### config.mk
export PLATFORM = sky130hd
export DESIGN_NAME = mem_stage_lsu_flat
export DESIGN_NICKNAME = d
export VERILOG_FILES = /design/src/rtl/mips_mem_pkg.sv /design/src/rtl/mem_stage_lsu_if.sv /design/src/rtl/mem_stage_lsu_lane_align.sv /design/src/rtl/mem_stage_lsu.sv /design/src/flat_wrapper.sv
export SDC_FILE = /design/constraint.sdc
export NUM_CORES = 1
export LEC_CHECK = 0
export BUFFER_PORTS_ARGS = -buffer_cell sky130_fd_sc_hd__buf_2
export CORE_MARGIN = 2
export CORE_UTILIZATION = 45
export DETAILED_ROUTE_END_ITERATION = 10
export GPL_TIMING_DRIVEN = 0
export HOLD_SLACK_MARGIN = 0.1
export PLACE_DENSITY = 0.87
export SLEW_MARGIN = 20
export SYNTH_ARGS = -nofsm -noshare
export SYNTH_HDL_FRONTEND = slang
export SYNTH_SLANG_ARGS = --single-unit
### constraint.sdc
create_clock -name clk -period 6.5 [get_ports clk]
set_clock_uncertainty 0.15 [all_clocks]
set_input_delay 0.325 -clock clk [delete_from_list [all_inputs] [get_ports clk]]
set_output_delay 0.325 -clock clk [all_outputs]
set_load 0.01 [all_outputs]
### src/rtl/mips_mem_pkg.sv
// mips_mem_pkg: shared size encodings, FSM states and defaults for the MEM stage
package mips_mem_pkg;
    localparam int DEF_ADDR_WIDTH = 4;
    localparam logic [1:0] SZ_BYTE = 2'b00;
    localparam logic [1:0] SZ_HALF = 2'b01;
    localparam logic [1:0] SZ_WORD = 2'b10;
    typedef enum logic {IDLE, RMW_WR} state_t;
endpackage

### src/rtl/mem_stage_lsu_if.sv
// mem_stage_lsu_if: EX/MEM inputs, data RAM port and MEM/WB outputs of the LSU
interface mem_stage_lsu_if import mips_mem_pkg::*; #(
    parameter int ADDR_WIDTH = DEF_ADDR_WIDTH,
    parameter int DATA_WIDTH = 32
);
    logic                  mem_rd;
    logic                  mem_wr;
    logic [1:0]            size;
    logic                  sign_ext;
    logic [31:0]           alu_result;
    logic [DATA_WIDTH-1:0] store_data;
    logic                  reg_write;
    logic                  mem_to_reg;
    logic [4:0]            rd_dest;
    logic                  ram_we;
    logic                  ram_rd;
    logic [ADDR_WIDTH-1:0] address_mem;
    logic [DATA_WIDTH-1:0] ram_wdata;
    logic [DATA_WIDTH-1:0] ram_rdata;
    logic                  stall;
    logic                  wb_reg_write;
    logic [4:0]            wb_rd;
    logic [DATA_WIDTH-1:0] wb_data;
    logic                  acc_err;

    modport slave (
        input  mem_rd, mem_wr, size, sign_ext, alu_result, store_data,
               reg_write, mem_to_reg, rd_dest, ram_rdata,
        output ram_we, ram_rd, address_mem, ram_wdata, stall,
               wb_reg_write, wb_rd, wb_data, acc_err
    );

    modport master (
        output mem_rd, mem_wr, size, sign_ext, alu_result, store_data,
               reg_write, mem_to_reg, rd_dest, ram_rdata,
        input  ram_we, ram_rd, address_mem, ram_wdata, stall,
               wb_reg_write, wb_rd, wb_data, acc_err
    );
endinterface

### src/rtl/mem_stage_lsu_lane_align.sv
// lane_align: big-endian lane extraction/extension for loads and payload merge for stores
module lane_align import mips_mem_pkg::*; (
    input  logic [31:0] word,
    input  logic [1:0]  offset,
    input  logic [1:0]  size,
    input  logic        sign_ext,
    input  logic [31:0] payload,
    output logic [31:0] load_val,
    output logic [31:0] merged
);
    logic [4:0]  sh;
    logic [31:0] lane;
    logic [31:0] mask;

    // offset 0 is the most significant lane, so the shift is the distance to the LSB end
    always_comb begin
        sh       = size == SZ_BYTE ? {~offset, 3'b000} : size == SZ_HALF ? {~offset[1], 4'b0000} : 5'd0;
        lane     = word >> sh;
        mask     = size == SZ_BYTE ? 32'h0000_00FF << sh : size == SZ_HALF ? 32'h0000_FFFF << sh : '1;
        load_val = size == SZ_BYTE ? {{24{sign_ext & lane[7]}}, lane[7:0]} :
                   size == SZ_HALF ? {{16{sign_ext & lane[15]}}, lane[15:0]} : word;
        merged   = (word & ~mask) | ((payload << sh) & mask);
    end
endmodule

### src/rtl/mem_stage_lsu.sv
// mem_stage_lsu: MEM-stage load/store unit with sub-word read-modify-write and MEM/WB register
module mem_stage_lsu import mips_mem_pkg::*; #(
    parameter int ADDR_WIDTH = DEF_ADDR_WIDTH,
    parameter int DATA_WIDTH = 32
) (
    input logic           clk,
    input logic           rst,
    mem_stage_lsu_if.slave lsu
);
    state_t                state;
    state_t                state_n;
    logic [DATA_WIDTH-1:0] merge_q;
    logic [DATA_WIDTH-1:0] load_val;
    logic [DATA_WIDTH-1:0] merged;
    logic                  err;
    logic                  ld;
    logic                  st;
    logic                  sub_st;
    logic                  hold;

    lane_align u_lane (
        .word     (lsu.ram_rdata),
        .offset   (lsu.alu_result[1:0]),
        .size     (lsu.size),
        .sign_ext (lsu.sign_ext),
        .payload  (lsu.store_data),
        .load_val (load_val),
        .merged   (merged)
    );

    // access decode, next state and RAM strobes; strobes depend only on held inputs and state
    always_comb begin
        err  = (lsu.mem_rd | lsu.mem_wr) &
               (lsu.size == 2'b11 | (lsu.size == SZ_HALF & lsu.alu_result[0]) |
                (lsu.size == SZ_WORD & lsu.alu_result[1:0] != 2'b00) | (lsu.mem_rd & lsu.mem_wr));
        ld   = lsu.mem_rd & ~err;
        st   = lsu.mem_wr & ~err;
        sub_st = st & lsu.size != SZ_WORD;
        hold = state == IDLE & sub_st;
        state_n = hold ? RMW_WR : IDLE;
        lsu.ram_rd      = ~rst & state == IDLE & (ld | sub_st);
        lsu.ram_we      = ~rst & (state == RMW_WR | (state == IDLE & st & ~sub_st));
        lsu.ram_wdata   = state == RMW_WR ? merge_q : lsu.store_data;
        lsu.stall       = ~rst & hold;
        lsu.address_mem = lsu.alu_result[ADDR_WIDTH+1:2];
    end

    // state, merge buffer and MEM/WB register; MEM/WB holds during the RMW read cycle
    always_ff @(posedge clk) begin
        if (rst) begin
            state            <= IDLE;
            merge_q          <= '0;
            lsu.wb_reg_write <= 1'b0;
            lsu.wb_rd        <= '0;
            lsu.wb_data      <= '0;
            lsu.acc_err      <= 1'b0;
        end else begin
            state       <= state_n;
            lsu.acc_err <= err;
            if (hold) begin
                merge_q <= merged;
            end else begin
                lsu.wb_reg_write <= lsu.reg_write & ~err & ~lsu.mem_wr;
                lsu.wb_rd        <= lsu.rd_dest;
                lsu.wb_data      <= lsu.mem_to_reg ? load_val : lsu.alu_result;
            end
        end
    end
endmodule

### src/flat_wrapper.sv
// flat-port wrapper written by rule: the top's interface ports become plain ports
module mem_stage_lsu_flat import mips_mem_pkg::*;
#(
    parameter int ADDR_WIDTH = DEF_ADDR_WIDTH,
    parameter int DATA_WIDTH = 32
)
  (clk, rst, lsu_mem_rd, lsu_mem_wr, lsu_size, lsu_sign_ext, lsu_alu_result, lsu_store_data, lsu_reg_write, lsu_mem_to_reg, lsu_rd_dest, lsu_ram_rdata, lsu_ram_we, lsu_ram_rd, lsu_address_mem, lsu_ram_wdata, lsu_stall, lsu_wb_reg_write, lsu_wb_rd, lsu_wb_data, lsu_acc_err);
  mem_stage_lsu_if #(.ADDR_WIDTH(ADDR_WIDTH), .DATA_WIDTH(DATA_WIDTH)) lsu_i ();
  input logic clk;
  input logic rst;
  input wire logic [$bits(lsu_i.mem_rd)-1:0] lsu_mem_rd;
  input wire logic [$bits(lsu_i.mem_wr)-1:0] lsu_mem_wr;
  input wire logic [$bits(lsu_i.size)-1:0] lsu_size;
  input wire logic [$bits(lsu_i.sign_ext)-1:0] lsu_sign_ext;
  input wire logic [$bits(lsu_i.alu_result)-1:0] lsu_alu_result;
  input wire logic [$bits(lsu_i.store_data)-1:0] lsu_store_data;
  input wire logic [$bits(lsu_i.reg_write)-1:0] lsu_reg_write;
  input wire logic [$bits(lsu_i.mem_to_reg)-1:0] lsu_mem_to_reg;
  input wire logic [$bits(lsu_i.rd_dest)-1:0] lsu_rd_dest;
  input wire logic [$bits(lsu_i.ram_rdata)-1:0] lsu_ram_rdata;
  output wire logic [$bits(lsu_i.ram_we)-1:0] lsu_ram_we;
  output wire logic [$bits(lsu_i.ram_rd)-1:0] lsu_ram_rd;
  output wire logic [$bits(lsu_i.address_mem)-1:0] lsu_address_mem;
  output wire logic [$bits(lsu_i.ram_wdata)-1:0] lsu_ram_wdata;
  output wire logic [$bits(lsu_i.stall)-1:0] lsu_stall;
  output wire logic [$bits(lsu_i.wb_reg_write)-1:0] lsu_wb_reg_write;
  output wire logic [$bits(lsu_i.wb_rd)-1:0] lsu_wb_rd;
  output wire logic [$bits(lsu_i.wb_data)-1:0] lsu_wb_data;
  output wire logic [$bits(lsu_i.acc_err)-1:0] lsu_acc_err;
  assign lsu_i.mem_rd = lsu_mem_rd;
  assign lsu_i.mem_wr = lsu_mem_wr;
  assign lsu_i.size = lsu_size;
  assign lsu_i.sign_ext = lsu_sign_ext;
  assign lsu_i.alu_result = lsu_alu_result;
  assign lsu_i.store_data = lsu_store_data;
  assign lsu_i.reg_write = lsu_reg_write;
  assign lsu_i.mem_to_reg = lsu_mem_to_reg;
  assign lsu_i.rd_dest = lsu_rd_dest;
  assign lsu_i.ram_rdata = lsu_ram_rdata;
  assign lsu_ram_we = lsu_i.ram_we;
  assign lsu_ram_rd = lsu_i.ram_rd;
  assign lsu_address_mem = lsu_i.address_mem;
  assign lsu_ram_wdata = lsu_i.ram_wdata;
  assign lsu_stall = lsu_i.stall;
  assign lsu_wb_reg_write = lsu_i.wb_reg_write;
  assign lsu_wb_rd = lsu_i.wb_rd;
  assign lsu_wb_data = lsu_i.wb_data;
  assign lsu_acc_err = lsu_i.acc_err;
  mem_stage_lsu #(.ADDR_WIDTH(ADDR_WIDTH), .DATA_WIDTH(DATA_WIDTH)) u_core (.clk(clk), .rst(rst), .lsu(lsu_i));
endmodule
==> flow_summary.json <==
{
  "cp_slowest_stage_delay_ns": 0.54,
  "crit_top_cell": "buf_2",
  "critPathTopFamily": "buffers and inverters",
  "drt_iter0_drc": 651,
  "first_pass_iters": 5,
  "fp.coreArea_sq_um": 9770,
  "synth_edf_count": 0,
  "synth_area_sq_um": 4530,
  "relSlewSlack": 0.286,
  "finalSetupTns_ns": 0,
  "cp_num_cells": 8,
  "grt_max_degree": 13,
  "path_max_fanout": 10,
  "r2r.worst_path.cells": 7,
  "clockBufferDepth": 2,
  "io_pins": 188,
  "min_delay_path_depth": 3,
  "die_area_sq_um": 10900,
  "clock_sinks": 72,
  "setup_slack_ns": 3.71,
  "regArea_sq_um": 1440,
  "end_kind": "primary output",
  "port_buffers": 185,
  "cts.clk_slew.worst_paths_ns": 0.07,
  "synth_top_area_cell": "dfxtp_1",
  "pwr_density_cell_nw_per_um2": 194,
  "cts-root-buf": "clkbuf_8",
  "power_mw": 1.14,
  "netlist_instances": 559,
  "crit_path_start_kind": "input pin",
  "report.final.slew_viol_count": 0,
  "dp.final_hpwl_mm": 13.1,
  "rows": 36,
  "finalCritPeriodShare": 0.429,
  "async_reset_ff_frac": 0,
  "crit_start": "lsu_mem_wr",
  "ys_warn_count": 0,
  "postCtsSetupBuffers": 0,
  "synth_top_area_frac": 0.318,
  "yosysSeqAreaShare": 0.318,
  "syn_avg_cell_area_sq_um": 8.10,
  "path_buf_inv": 5,
  "cts_tree": "yes",
  "multiInputGateArea_sq_um": 2810,
  "synth.distinct_cells": 49,
  "grt_setup_unrepaired": "false",
  "synth_flop_cell": "dfxtp_1",
  "setup_violations": 0,
  "ys_seq_elements": 72,
  "viasPerCell": 5.96,
  "outcome": "finished clean",
  "ctsHoldBuffers": 7,
  "drtAntennaViolNets": 0,
  "fmax_mhz": 359,
  "reg2reg_from": "u_core.state",
  "area_growth_pct": 30.2,
  "wl_mm": 17.1,
  "diodes": 0,
  "fp.dieH_um": 104,
  "hold_ws_ns": 0.113,
  "cap_violations": 0,
  "routedWlPerCell_um": 19.0,
  "ir_drop_v": 0.000114,
  "place_congestion": 0.943,
  "critical_path_class": "in -> out",
  "nets": 876,
  "fillers": 905,
  "drc": 0,
  "power.leakage_nw": 2.74,
  "grt_usage": 0.306,
  "grt_pass1_vias": 5157,
  "vias": 5367,
  "cp_slowest_cell": "dlygate4sd3_1",
  "antenna_found_initial": 1,
  "finalHoldViolations": 0,
  "drive_above_1_share": 0.348,
  "synthTopCellsByArea": "dfxtp_1 (32%), mux2i_1 (8.6%), mux2_2 (8.0%), nand2_1 (6.0%), o21ai_0 (5.0%)",
  "required_ns": 6.02,
  "ctsResizeCount": 0,
  "grt-ovfl-total": 0,
  "worstMarginPinSlew_ns": 1.06,
  "place_ws_ns": 3.47,
  "clock_latency_ns": 0.36,
  "min_period_ns": 2.79,
  "final_util": 0.603,
  "worstPathArrival_ns": 2.31,
  "start_util": 0.463,
  "hp-start": "lsu_alu_result[4]",
  "die_w_um": 104,
  "grt_pass1_wl_mm": 26.5,
  "cp_cell_sequence": "dlygate4sd3_1 -> buf_2 -> nor2b_1 -> nand2_1 -> or3_1 -> inv_1 -> buf_2 -> buf_2",
  "h-tree-depth": 3,
  "hold_path_class": "in -> reg",
  "numCtsBuffers": 9,
  "syn-num-nets": 673
}
[final cells by class]
cell class / instances / area share
multi-input cells: 430 / 0.478
flip-flops and latches: 72 / 0.245
clock inverters: 5 / 0.00956
repair buffers: 192 / 0.169
clock buffers: 11 / 0.0240
well taps: 133 / 0.0282
inverters: 6 / 0.00403
plain buffers: 51 / 0.0429
[where the power goes]
part | internal, mW | leakage [nW] | switching [mW]
Sequential | 0.468 | 0.592 | 0.0141
Clock | 0.187 | 0.0993 | 0.178
Combinational | 0.128 | 2.04 | 0.170
[synthesized netlist by cell type, drive strengths merged (9+ instances only)]
library cell	number
nand2	72
a211oi	22
nand4	13
a22o	24
or3	9
a22oi	16
buf	28
dfxtp	72
o21ai	48
mux2	32
a21oi	25
mux2i	39
clkbuf	23
nor2	55
[routing by layer]
layer	up-vias	wire length, um	GRT usage
met4	0	789	0.130
met1	2433	6560	0.379
met2	404	7770	0.504
li1	2450	-	-
met3	80	1940	0.0771
met5	-	0	0
[worst reg2reg max path, delay by kind of cell (launching register included)]
family / cells / cell delay (ns)
flops: 1 / 0.32
compound gates: 1 / 0.31
simple gates: 2 / 0.44
buf+inv: 4 / 1.17
[kinds of logic (layout without fill, tap and decap cells)]
group | after synthesis | after routing | synth area share
adder cells (fa/ha/maj) | 5 | 5 | 0.0133
buffers and inverters | 57 | 265 | 0.0611
AND/OR/NAND/NOR | 180 | 180 | 0.178
flip-flops | 72 | 72 | 0.318
AO/OA/AOI/OAI | 174 | 174 | 0.263
multiplexers | 71 | 71 | 0.166
[registers in the layout, indices dropped and copies added (netlist names)]
name / flops
u_core.lsu.wb_data: 32
u_core.state: 1
u_core.merge_q: 32
u_core.lsu.acc_err: 1
u_core.lsu.wb_rd: 5
u_core.lsu.wb_reg_write: 1
[worst paths after layout]
check	end	slack, ns
max	lsu_stall	3.71
min	u_core.lsu.wb_data[4]	0.11
max reg2reg	u_core.lsu.wb_reg_write	4.05
min reg2reg	u_core.lsu.wb_data[19]	0.30
[cell usage in the layout, fill, tap and decap left out, types with 2 or more instances in the layout]
cell / Yosys / routed
a211o_1: 2 / 2
a211oi_1: 21 / 20
a211oi_2: 1 / 2
a21boi_0: 4 / 4
a21o_1: 2 / 2
a21oi_1: 25 / 25
a22o_1: 24 / 24
a22oi_1: 16 / 16
a2bb2oi_1: 5 / 5
a311oi_1: 8 / 8
buf_1: 4 / 4
buf_2: 18 / 203
buf_4: 4 / 4
clkbuf_1: 23 / 24
clkbuf_8: 0 / 10
clkinv_2: 1 / 3
dfxtp_1: 72 / 72
dlygate4sd3_1: 0 / 7
ha_1: 4 / 4
inv_1: 4 / 4
mux2_2: 32 / 32
mux2i_1: 39 / 39
nand2_1: 72 / 72
nand2b_1: 8 / 8
nand3_1: 3 / 3
nand4_1: 12 / 12
nor2_1: 54 / 54
nor2b_1: 5 / 5
nor3_1: 7 / 7
o211ai_1: 5 / 5
o21a_1: 2 / 2
o21ai_0: 45 / 45
o21ai_1: 3 / 3
o221ai_1: 6 / 6
or2_2: 4 / 4
or3_1: 9 / 9
[stage by stage]
stage          instances  cell area, sq um
5_1_grt              900              5890
3_3_place_gp         877              5620
6_report             900              5890
3_5_place_dp         877              5620
2_1_floorplan        559              4530
4_1_cts              900              5890
(Power assumes the default switching activity.)
